**config.mk**
```make
export PLATFORM = sky130hd
export DESIGN_NAME = seven_scan_decoder
export DESIGN_NICKNAME = d
export VERILOG_FILES = /design/src/rtl/seven_scan_decoder.sv
export SDC_FILE = /design/constraint.sdc
export NUM_CORES = 1
export LEC_CHECK = 0
export ABC_AREA = 1
export CAP_MARGIN = 20
export CORE_MARGIN = 3
export CORE_UTILIZATION = 45
export CTS_BUF_LIST = sky130_fd_sc_hd__clkbuf_16
export DETAILED_ROUTE_END_ITERATION = 16
export PLACE_DENSITY_LB_ADDON = 0.08
export REMOVE_ABC_BUFFERS = 1
export SYNTH_ARGS = -nofsm -noshare
export SYNTH_HDL_FRONTEND = slang
export SYNTH_SLANG_ARGS = --single-unit
```
**constraint.sdc**
```tcl
create_clock -name clk -period 2.27 [get_ports clk]
set_input_delay 0.227 -clock clk [delete_from_list [all_inputs] [get_ports clk]]
set_output_delay 0.227 -clock clk [all_outputs]
set_load 0.02 [all_outputs]
```
**src/rtl/seven_scan_decoder.sv**
```systemverilog
// Display-bus monitor: recovers hex digits from a multiplexed active-low 7-segment drive.
// Optional build macro SEVEN_ERR_COUNT_EN adds a saturating err_count output.
//
// state  | meaning
// IDLE   | no anode driven (s_an all ones)
// SETTLE | sample changed, waiting for it to hold still long enough to commit
// HOLD   | current sample committed; waiting for the next change
module seven_scan_decoder #(
    parameter int NUM_DIGITS    = 4,
    parameter int STABLE_CYCLES = 4
) (
    input  logic                      clk,
    input  logic                      rst_n,
    input  logic [6:0]                seg_in,
    input  logic [NUM_DIGITS-1:0]     an_in,
    output logic [4*NUM_DIGITS-1:0]   digit_val,
    output logic [NUM_DIGITS-1:0]     digit_valid,
    output logic [NUM_DIGITS-1:0]     digit_err,
    output logic                      an_conflict,
    output logic                      frame_done
`ifdef SEVEN_ERR_COUNT_EN
    ,
    output logic [7:0]                err_count
`endif
);

    localparam int              SW         = NUM_DIGITS + 7;
    localparam logic [7:0]      CNT_MAX    = 8'(STABLE_CYCLES);
    localparam logic [7:0]      CNT_COMMIT = 8'(STABLE_CYCLES - 2);
    localparam logic [6:0]      SEG_BLANK  = 7'h7F;

    typedef enum logic [1:0] {IDLE, SETTLE, HOLD} state_t;

    state_t                  state;
    logic [6:0]              seg_m, s_seg;
    logic [NUM_DIGITS-1:0]   an_m, s_an;
    logic [SW-1:0]           sample, prev;
    logic [7:0]              cnt;
    logic [NUM_DIGITS-1:0]   seen, seen_next, an_low;
    logic                    changed, an_idle, single, commit;
    logic [4:0]              seg_dec;
    logic                    seg_legal, seg_blank, seg_illegal;

    // Returns {legal, nibble}; the blank pattern is handled separately.
    function automatic logic [4:0] decode(input logic [6:0] p);
        logic [4:0] r;
        case (p)
            7'h40:   r = 5'h10;
            7'h79:   r = 5'h11;
            7'h24:   r = 5'h12;
            7'h30:   r = 5'h13;
            7'h19:   r = 5'h14;
            7'h12:   r = 5'h15;
            7'h02:   r = 5'h16;
            7'h78:   r = 5'h17;
            7'h00:   r = 5'h18;
            7'h10:   r = 5'h19;
            7'h08:   r = 5'h1A;
            7'h03:   r = 5'h1B;
            7'h46:   r = 5'h1C;
            7'h21:   r = 5'h1D;
            7'h06:   r = 5'h1E;
            7'h0E:   r = 5'h1F;
            default: r = 5'h00;
        endcase
        return r;
    endfunction

    always_ff @(posedge clk or negedge rst_n) begin
        if (!rst_n) begin
            seg_m <= '1;
            s_seg <= '1;
            an_m  <= '1;
            s_an  <= '1;
        end else begin
            seg_m <= seg_in;
            s_seg <= seg_m;
            an_m  <= an_in;
            s_an  <= an_m;
        end
    end

    assign sample      = {s_an, s_seg};
    assign changed     = (sample != prev);
    assign an_idle     = &s_an;
    assign an_low      = ~s_an;
    assign single      = (an_low != '0) && ((an_low & (an_low - NUM_DIGITS'(1))) == '0);
    assign commit      = (state == SETTLE) && !changed && (cnt == CNT_COMMIT);
    assign seg_dec     = decode(s_seg);
    assign seg_legal   = seg_dec[4];
    assign seg_blank   = (s_seg == SEG_BLANK);
    assign seg_illegal = !seg_legal && !seg_blank;
    assign seen_next   = seen | an_low;

    always_ff @(posedge clk or negedge rst_n) begin
        if (!rst_n) begin
            state       <= IDLE;
            prev        <= '1;
            cnt         <= '0;
            seen        <= '0;
            digit_val   <= '0;
            digit_valid <= '0;
            digit_err   <= '0;
            an_conflict <= 1'b0;
            frame_done  <= 1'b0;
        end else begin
            prev       <= sample;
            frame_done <= 1'b0;

            if (changed)
                cnt <= '0;
            else if (cnt != CNT_MAX)
                cnt <= cnt + 8'd1;

            case (state)
                IDLE:    if (changed && !an_idle) state <= SETTLE;
                SETTLE: begin
                    if (changed) begin
                        if (an_idle) state <= IDLE;
                    end else if (cnt == CNT_COMMIT) begin
                        state <= HOLD;
                    end
                end
                HOLD:    if (changed) state <= an_idle ? IDLE : SETTLE;
                default: state <= IDLE;
            endcase

            if (commit) begin
                if (single) begin
                    for (int i = 0; i < NUM_DIGITS; i++) begin
                        if (an_low[i]) begin
                            if (seg_legal) begin
                                digit_val[4*i +: 4] <= seg_dec[3:0];
                                digit_valid[i]      <= 1'b1;
                                digit_err[i]        <= 1'b0;
                            end else begin
                                digit_valid[i]      <= 1'b0;
                                digit_err[i]        <= seg_illegal;
                            end
                        end
                    end
                    // Frame completes on this commit: pulse and restart tracking together.
                    if (&seen_next) begin
                        frame_done <= 1'b1;
                        seen       <= '0;
                    end else begin
                        seen       <= seen_next;
                    end
                end else begin
                    an_conflict <= 1'b1;
                end
            end
        end
    end

`ifdef SEVEN_ERR_COUNT_EN
    always_ff @(posedge clk or negedge rst_n) begin
        if (!rst_n)
            err_count <= '0;
        else if (commit && (!single || seg_illegal) && (err_count != 8'hFF))
            err_count <= err_count + 8'd1;
    end
`endif

endmodule

```
; ---- After elaboration in Yosys (flattened, before gate mapping)
; Cells that the tools add are included.
[word_totals]
ff_bits = 73
in_bits = 13
output_inout_bits = 26
word_cells = 96
[op_classes]
addsub = 2
n_eq_ne = 25
muxes = 16
bitwise_logic = 4
n_reduce_logical = 27
[ops]
columns = cell, count
row1 = $pmux 5 s16, 1
row2 = $eq 7x7->1 const B, 5
row3 = $reduce_and 4->1, 7
row4 = $eq 7x5->1 const B, 3
row5 = $eq 7x6->1 const B, 3
row6 = $mux 8, 2
row7 = $eq 7x2->1 const B, 2
row8 = $eq 7x4->1 const B, 2
row9 = $reduce_and 3->1, 4
row10 = $ne 11x11->1, 1
row11 = $mux 2, 5
row12 = $add 8x1->8 const B, 1
row13 = $eq 8x2->1 const B, 1
row14 = $ne 8x3->1 const B, 1
row15 = $eq 7x3->1 const B, 1
row16 = $logic_not 7->1, 1
row17 = $mux 1, 6
row18 = $pmux 2 s3, 1
row19 = $logic_and 1x1->1, 5
row20 = $and 4x4->4, 1
row21 = $logic_not 1->1, 4
row22 = $logic_not 4->1, 1
row23 = $mux 4, 1
row24 = $ne 2x2->1 const B, 2
row25 = 12 further kinds, 13

; ---- Depth between registers and ports, before layout
; Gate-level depths: netlist of the first run.
[depth]
word_depth = 7
depth_mapped = 11
mapped_depth_nobuf = 11

; ---- Worst setup path before layout of the first run
; No wires, ideal clock.
[synth_path]
path_kind = register to register
startpoint = register s_seg[2]
endpoint = register digit_err[1]
setup_ns = 0.119
arrival_ns = 1.563
required_time_ns = 2.151
setup_slack_ns = 0.588
stages_incl_launch_ff = 8
n_path_buf = 1
period_less_slack_ns = 1.682
path_cell_list = dfstp_2 xnor2_1 nand2_1 nor2_1 nand4_4 buf_6 o21ai_1 nand2_1
[synth_via]
elab_chain_len = 5
word_cells_on_any_way = 27
cone_classes = 17 x eq/ne / 2 x mux / 8 x reduce/logical
[synth_rtl]
columns = element, line
row1 = "start, declared", 35  ; logic [6:0] seg_m, s_seg;
row2 = "start signal, assigned", 77  ; s_seg <= seg_m;
row3 = "$eq 7x4->1, or another cell as far along", 47  ; case (p)
row4 = $pmux 5 s16 or $logic_not 1->1 (tied branches), "47, 88"
row5 = $logic_not 1->1 or $logic_and 1x1->1 (tied branches), "92, 88"
row6 = "$logic_and 1x1->1, on equally long branches", "92, 88"
row7 = $mux 1 or $reduce_and 3->1 (tied branches), -
row8 = "end signal, assigned by index", 138  ; digit_err[i] <= seg_illegal;
row9 = "end, declared", 18  ; output logic [NUM_DIGITS-1:0] digit_err,
; Several ways; a longest one is shown, not always the timed one.
; A chain may end at the register's enable or synchronous reset.

; ---- Worst setup path after layout of the first run
[layout_path]
startpoint = register s_seg[6]
endpoint = register digit_val[8]
[layout_via]
elab_chain_len = 5
word_cells_on_any_way = 22
cone_classes = 16 x eq/ne / 1 x mux / 5 x reduce/logical
[layout_rtl]
columns = element, line
row1 = branches (longest 5 deep; another with $pmux 5 s16), -
row2 = "end signal, assigned by index", 133  ; digit_val[4*i +: 4] <= seg_dec[3:0];
row3 = "end, declared", 16  ; output logic [4*NUM_DIGITS-1:0] digit_val,
; Parallel ways; which one is timed is not known.

==> metrics.txt, run 1 <==
Critical Path Source=s_seg[6]; slew at the pin closest to its max-slew limit=between 0.4 and 0.5 ns; total gr overflow=0; top cells by area, synth=dfrtp_1, dfstp_2, nand2_1, nor2_1, inv_1; Rows=30; full die area=between 0.008 and 0.009 mm^2; worst slack, placed=0.231 ns; Post-Syn Area=between 0.003 and 0.004 mm^2; HPWL Detailed=4700 um; final core occ=roughly three fifths; slack of the critical path=0.265 ns; Port Buf Inserts=38; pin count of the biggest net entering global routing=74; H-tree depth=3; CP max FO=15; # Post-CTS Setup Buffers=0; Vias=2465; ANT nets after route=0; busiest grt layer=met2; share of cells above drive strength 1=17.8%; IO Pins=39; reg2reg end=digit_val[8]; Die Height=91.2 um; DRC Markers=0; initial antenna violation count=0; CP Capture Type=flop; crit path max-delay cell type=dfstp_2; Die W=91.2 um; vias per cell=approximately 4.8; Mapped Avg Cell Area=about 8.9 um^2; total CTS buffers=9; critical path class=flop to flop; first-pass GRT wire length=11700 um; Clock Latency Late Sink=approximately 0.33 ns; crit path launch type=flop; vias in the first global route=2558; hold crit path type=input port to flop; Yosys cell types=29; core area=approximately 0.0069 mm^2; slew margin rel.=70.3%; DRT Pass-1 Iters=4; crit path cell chain=inv_2, nand2_2, nand2_1, nor2_1, nand2_1, nor2_4, nand4_4, nor2_2, nand3_1, nand2_1; Tot GR Track Use=roughly 18%; max cap viols=0; WL/cell=12.5 um; CP peak stage delay=0.61 ns; yosys warns=0; Leakage=1.98 nW; Placer Congestion=0.938; Reg2Reg Launch Point=s_seg[6]; Period minus WS final=~2 ns; Final Hold Vio Count=0; met3 Use GR=5.30%; R2R setup slack=0.26 ns; pwr/cell area=764 mW/mm^2; post-synth top area cell=dfrtp_1; Fmax=~500 MHz; Worst EP required=2.53 ns; CTS tree=yes; Area growth syn-to-layout=26.3%; worst endpoint data arrival time=2.27 ns; met2 usage=28.6%; Worst Setup EP=digit_val[8]; peak supply drop=about 480 uV; run status=finished clean; Post-Route WL=approximately 6500 um; grt met1 use=~23%; Tcrit/Tclk final=between 80% and 90%; Pwr Total=~3.2 mW; fin area=0.00413 mm^2; NumNets Final=between 400 and 500; RSZ-0062 raised after global routing=false; final setup violation count=0; Syn Inst Count=about 370; clk buf depth=2; CTS root buffer=clkbuf_16; flop and latch count out of synthesis=73; Iteration-0 DRC Markers=between 100 and 150; skew final=0.0128 ns; placed cell area=0.00377 mm^2; most frequent cell on the critical path=nand2_1; # diodes=0; initial core utilization=47.3%; FF-to-FF path depth=10; Seq/Total Area, Yosys=a little under three fifths; CTS sink cnt=73; post-synth top area share=30.6%; Worst-path clk slew=0.06 ns; fin. max-slew vios=0; setup TNS=0 ns
## area by class of cell
type	instances	area, um^2
well taps	96	120
clock buffers	10	250
multi-input cells	254	1250
flip-flops and latches	73	1870
fillers	588	2780
repair buffers	40	405
clock inverters	6	87.6
inverters	39	146
## cells by family after synthesis
family	synth area share, %
flip-flops	57.2
adder cells (fa/ha/maj)	1.15
AND/OR/NAND/NOR	30.0
XOR/XNOR	1.88
AO/OA/AOI/OAI	4.94
buffers and inverters	4.83
## power breakdown
part / switching, mW / leakage (nW) / internal (mW) / total, mW
logic: 0.129 / 0.909 / 0.0719 / 0.201
registers: 0.0327 / 0.902 / 1.37 / 1.40
clock network: 0.524 / 0.170 / 1.03 / 1.55
## metrics by stage
stage          hold slack [ns]  instances
6_report                 0.306        518
5_1_grt                  0.291        518
4_1_cts                  0.292        518
3_5_place_dp             0.282        501
3_3_place_gp             0.282        501
2_1_floorplan          -0.0686        366
## how the worst min path moves through the flow
stage	cells past startpoint	from	to
6_report	1	seg_in[2]	seg_m[2]
4_1_cts	1	seg_in[3]	seg_m[3]
5_1_grt	1	seg_in[5]	seg_m[5]
2_1_floorplan	0	rst_n	an_conflict
3_3_place_gp	2	rst_n	cnt[7]
3_5_place_dp	2	rst_n	cnt[7]
## cell usage after synthesis, drive strengths merged
cell type and n:
a21o 1, a21oi 11, buf 1, dfrtp 40
dfstp 33, ha 3, inv 39, nand2 121
nand3 25, nand4 7, nor2 48, nor3 10
o21a 1, o21ai 15, o21bai 1, o221ai 1
or2 3, xnor2 6, xor2 1
## flip-flops by register name (all words and copies together) (netlist names)
| name | count |
|---|---|
| seg_m | 7 |
| state | 2 |
| digit_val | 16 |
| an_conflict | 1 |
| digit_err | 4 |
| an_m | 4 |
| digit_valid | 4 |
| seen | 4 |
| s_seg | 7 |
| frame_done | 1 |
| prev | 11 |
| s_an | 4 |
| cnt | 8 |
## layer usage
| layer | share of wire [%] | routed length (um) |
|---|---|---|
| met3 | 4.4 | 287 |
| met4 | 1.2 | 80 |
| met5 | 0 | 0 |
| met2 | 47 | 3040 |
| met1 | 47 | 3070 |
## critical path: cells and delay by family (launching register included)
kind | cells | cell delay [ns]
simple gates | 9 | 1.25
flops | 1 | 0.61
buf+inv | 1 | 0.08
## cells in the final DEF, fill, tap and decap left out, types with 3 or more instances in the layout
cell	netlist	routed
a21oi_1	11	11
clkbuf_16	0	10
clkdlybuf4s50_1	0	37
dfrtp_1	40	40
dfstp_2	33	33
ha_1	3	3
inv_1	36	37
inv_2	3	3
nand2_1	118	118
nand2_2	3	3
nand3_1	20	20
nand3_2	4	4
nand4_1	6	6
nor2_1	41	40
nor2_2	3	3
nor2_4	4	5
nor3_1	8	8
o21ai_0	7	7
o21ai_1	8	8
or2_2	3	3
xnor2_1	6	6
## repair_timing
action	CTS	global route
hold buffers	1	0
endpoints found under the setup margin	0	5
hold endpoints to repair	40	0
resized for setup	0	2
Note: power is estimated with default switching activity, not from simulation.
==> run 2, diff against run 1 <==
--- a/config.mk
+++ b/config.mk
@@ -13,6 +13,7 @@
 export DETAILED_ROUTE_END_ITERATION = 16
 export PLACE_DENSITY_LB_ADDON = 0.08
 export REMOVE_ABC_BUFFERS = 1
+export SETUP_SLACK_MARGIN = 0.2
 export SYNTH_ARGS = -nofsm -noshare
 export SYNTH_HDL_FRONTEND = slang
 export SYNTH_SLANG_ARGS = --single-unit
==> run 2 against run 1 <==
Against the previous run:
- final area grew 1.6%
- fmax grew 2.8%
- non-clock buffer count grew 4
- clock power is essentially flat
- first-iteration DRC count shrank 13%
- largest power group unchanged
- hold slack lost 0.00059 ns
- via count grew 1.1%
- power grew 0.21%
- final cell count grew 0.77%
==> metrics.txt, run 2 (synthesis results as in run 1) <==
reg2reg end=digit_val[8]; Die W=between 90 and 100 um; Port Buf Inserts=38; pin count of the biggest net entering global routing=74; clk buf depth=2; max cap viols=0; Vias=2493; initial core utilization=approximately 47%; total CTS buffers=9; Worst EP required=between 2 and 2.5 ns; Placer Congestion=0.938; crit path launch type=flop; Tot GR Track Use=between 10% and 20%; dpl cells=501; full die area=0.00832 mm^2; run status=finished clean; critical path class=flop to flop; Die Height=91.2 um; slack of the critical path=0.318 ns; Final Instance Count excl. Fillers=522; skew final=0.0122 ns; CTS root buffer=clkbuf_16; Layout fillers=between 500 and 600; hold crit path type=input port to flop; Pwr Total=3.16 mW; RSZ-0062 raised after global routing=false; worst endpoint data arrival time=2.16 ns; Net Switching=0.689 mW; share of cells above drive strength 1=19.0%; setup TNS=0 ns; peak supply drop=478 uV; initial antenna violation count=0; worst slack, placed=0.231 ns; vias in the first global route=2558; CP peak stage delay=0.59 ns; Clk pwr share=49.1%; R2R setup slack=0.32 ns; Leakage=~2 nW; CTS sink cnt=73; Reg2Reg Launch Point=s_seg[5]; FF-to-FF path depth=11; crit path cell chain=inv_2, nand2_1, nand2_1, nor2_1, nand2_1, nor2_4, nand3_1, nor2_4, nand3_2, nand2_1, nand2_1; Worst-path clk slew=0.06 ns; min-delay src=seg_in[2]; biggest regs=digit_val x16, prev x11, cnt x8; total gr overflow=0; Tcrit/Tclk final=86.0%; H-tree depth=3; commonest non-fill, non-tap cell in the layout=nand2_1; crit path max-delay cell type=dfstp_2; HPWL Detailed=4700 um; Fmax=512 MHz; CP max FO=6; core area=a little under 0.007 mm^2; most frequent cell on the critical path=nand2_1; # diodes=0; Final Hold Vio Count=0; share of power burned in registers=44.2%; Int Power=2.47 mW; commonest cells after routing, fill and taps aside=nand2_1, dfrtp_1, nor2_1; CP Capture Type=flop; IO Pins=39; WL/cell=12.8 um; Hold Path Sink=seg_m[2]; Biggest register=digit_val; ANT nets after route=0; hold path cells=1; Clock Latency Late Sink=0.33 ns; Logic pwr share=roughly 6.7%; Iteration-0 DRC Markers=91; final core occ=60.7%; Rows=30; slew at the pin closest to its max-slew limit=0.447 ns; max reg flops=16; DRT Pass-1 Iters=4; CTS tree=yes; pwr/cell area=754 mW/mm^2; Post-Route WL=between 6000 and 7000 um; slew margin rel.=70.0%; fin. max-slew vios=0; Critical Path Source=s_seg[5]; Area growth syn-to-layout=28.3%; Period minus WS final=approximately 2.0 ns; final setup violation count=0; DRC Markers=0; first-pass GRT wire length=11700 um; NumNets Final=around 440; Sw Ratio=21.8%; vias per cell=4.78
[run 2: cell types whose count changed in the layout (fill, tap and decap cells not counted), sizes merged]
| cell | delta |
|---|---|
| buf | +4 |
[run 2: area by class of cell]
cell class              instances  area, um^2  area share, %
flip-flops and latches         73        1870           44.6
multi-input cells             254        1270           30.3
repair buffers                 44         448           10.7
clock buffers                  10         250           5.97
inverters                      39         146           3.49
well taps                      96         120           2.87
clock inverters                 6        87.6           2.09
[run 2: timing repair]
action / 4_1_cts / 5_1_grt
setup buffers: 0 / 4
setup endpoints to repair: 0 / 36
hold endpoints to repair: 40 / 0
resized for setup: 0 / 8
hold buffers: 1 / 0
[run 2: worst max-delay path by stage]
stage               slack (ns)       endpoint
floorplan                 0.54   digit_val[1]
global placement          0.25  digit_val[12]
detailed placement        0.23  digit_val[12]
CTS                       0.21  digit_val[12]
global route              0.16   digit_val[2]
finish                    0.32   digit_val[8]
[run 2: routing by layer]
layer	vias up	track usage [%]	wire length [um]
li1	1272	-	-
met1	1161	22.9	3210
met2	52	28.6	3160
met3	8	5.30	233
met4	0	6.03	73
met5	-	0	0
[run 2: per-stage QoR]
stage               hold WS, ns  cell area, um^2
finish                    0.305             4190
global route              0.291             4190
CTS                       0.292             4120
detailed placement        0.282             3770
global placement          0.282             3770
floorplan               -0.0686             3260
[run 2: power by group through the flow]
stage          logic [mW]  clock network (mW)  registers, mW
6_report            0.211                1.55           1.40
5_1_grt             0.239                1.66           1.40
4_1_cts             0.203                1.59           1.40
3_5_place_dp        0.201                   0           1.42
3_3_place_gp        0.197                   0           1.42
2_1_floorplan       0.125                   0           1.41
[run 2: critical path: cells and delay by family, from the launching register on]
family	cells	cell delay [ns]
buffers and inverters	1	0.08
flip-flops	1	0.59
AND/OR/NAND/NOR	10	1.18
==> run 3, diff against run 2 <==
--- a/config.mk
+++ b/config.mk
@@ -11,6 +11,7 @@
 export CORE_UTILIZATION = 45
 export CTS_BUF_LIST = sky130_fd_sc_hd__clkbuf_16
 export DETAILED_ROUTE_END_ITERATION = 16
+export GPL_TIMING_DRIVEN = 0
 export PLACE_DENSITY_LB_ADDON = 0.08
 export REMOVE_ABC_BUFFERS = 1
 export SETUP_SLACK_MARGIN = 0.2
==> run 3 against run 2 <==
Against the previous run:
- global-route usage is 0.35 points lower
- wire length fell by 0.88%
- clock power is 5% lower
- flip-flop and latch count stayed put
- sequential power about the same
==> metrics.txt, run 3 (synthesis results as in run 1) <==
most frequent cell on the critical path=nand2_1; worst endpoint data arrival time=2.12 ns; Die W=slightly above 90 um; Iteration-0 DRC Markers=122; Bufs and invs on worst path=1; clk buf depth=2; Tot GR Track Use=17.4%; critical path class=flop to flop; total gr overflow=0; Leakage=1.98 nW; CTS root buffer=clkbuf_16; Worst-path clk slew=0.06 ns; Reg2Reg Launch Point=s_seg[6]; Area growth syn-to-layout=27.4%; Die Height=91.2 um; R2R setup slack=0.36 ns; Final Hold Vio Count=0; vias in the first global route=2400; Period minus WS final=~1.9 ns; crit path cell chain=inv_2, nand2_2, nand2_1, nor2_1, nand2_1, nor2_4, nand3_1, nor2_4, nand3_2, nand2_1, nand2_1; CP max FO=7; hold path cells=1; # diodes=0; delay-heaviest family, CP=simple AND/OR/NAND/NOR gates; Vias=2479; run status=finished clean; hold crit path type=input port to flop; share of cells above drive strength 1=18.2%; HPWL Detailed=4620 um; initial antenna violation count=0; commonest cells after routing, fill and taps aside=nand2_1, dfrtp_1, nor2_1; full die area=0.00832 mm^2; Worst EP required=~2.5 ns; Fmax=about 520 MHz; DRC Markers=0; fin. max-slew vios=0; final core occ=60.3%; crit path launch type=flop; crit path max-delay cell type=dfstp_2; FF-to-FF path depth=11; pwr/cell area=738 mW/mm^2; CP peak stage delay=0.62 ns; DRT Pass-1 Iters=4; Port Buf Inserts=38; Biggest register=digit_val; max cap viols=0; CP Capture Type=flop; H-tree depth=3; reg2reg end=digit_val[12]; pin count of the biggest net entering global routing=74; final setup violation count=0; CTS sink cnt=73; total CTS buffers=9; peak supply drop=525 uV; slew at the pin closest to its max-slew limit=0.403 ns; Tcrit/Tclk final=84.0%; Pwr Total=3.07 mW; Clock Latency Late Sink=0.33 ns; Post-Route WL=6620 um; Rows=30; skew final=0.00982 ns; Layout fillers=636; NumNets Final=~430; min-delay src=an_in[0]; initial core utilization=47.3%; core area=0.00691 mm^2; WL/cell=about 13 um; Hold Path Sink=an_m[0]; first-pass GRT wire length=11600 um; Placer Congestion=0.833; IO Pins=39; ANT nets after route=0; commonest non-fill, non-tap cell in the layout=nand2_1; biggest regs=digit_val x16, prev x11, cnt x8; max reg flops=16; RSZ-0062 raised after global routing=true; CTS tree=yes; vias per cell=4.78; slew margin rel.=approximately 73%
run 3: how the worst max path moves through the flow:
stage / from / to / slack [ns] / cells past startpoint
4_1_cts: s_seg[2] / digit_val[1] / 0.22 / 7
3_3_place_gp: rst_n / digit_val[4] / -1.50 / 1
5_1_grt: s_an[1] / digit_val[0] / 0.17 / 11
2_1_floorplan: s_seg[2] / digit_val[1] / 0.54 / 7
6_report: s_seg[6] / digit_val[12] / 0.36 / 11
3_5_place_dp: s_seg[2] / digit_val[12] / 0.19 / 7
run 3: per-layer routing:
layer	part of all wire [%]	up-vias	track usage (%)
li1	-	1261	-
met1	48	1164	24.5
met2	46	49	26.3
met3	4.8	5	5.30
met4	0.66	0	4.52
met5	0	-	0
run 3: power by group:
group	leakage, nW	switching, mW	internal [mW]
logic	0.925	0.133	0.0744
registers	0.902	0.0331	1.37
clock network	0.156	0.515	0.952
run 3: timing repair:
item                                    CTS  global route
endpoints found under the hold margin    40             0
endpoints found under the setup margin    1            32
hold buffers                              1             0
setup buffers                             0             1
pin swaps                                 0             1
resized for setup                         1             8
run 3: area by class of cell:
cell class / count / area, um^2 / share of cell area (%)
inverter: 39 / 146 / 3.52
sequential: 73 / 1870 / 44.9
multi-input combinational: 254 / 1280 / 30.7
tap: 96 / 120 / 2.89
timing repair buffer: 41 / 435 / 10.5
clock buffer: 9 / 225 / 5.41
clock inverter: 7 / 87.6 / 2.10
run 3: metrics by stage:
step / setup TNS [ns] / worst slack [ns] / hold WS [ns] / instance area, um^2 / instances
floorplan: 0 / 0.541 / -0.0686 / 3260 / 366
global placement: -81.71 / -1.50 / 0.346 / 3760 / 500
detailed placement: 0 / 0.194 / 0.265 / 3780 / 501
CTS: 0 / 0.222 / 0.295 / 4110 / 518
global route: 0 / 0.174 / 0.304 / 4160 / 519
finish: 0 / 0.364 / 0.307 / 4160 / 519
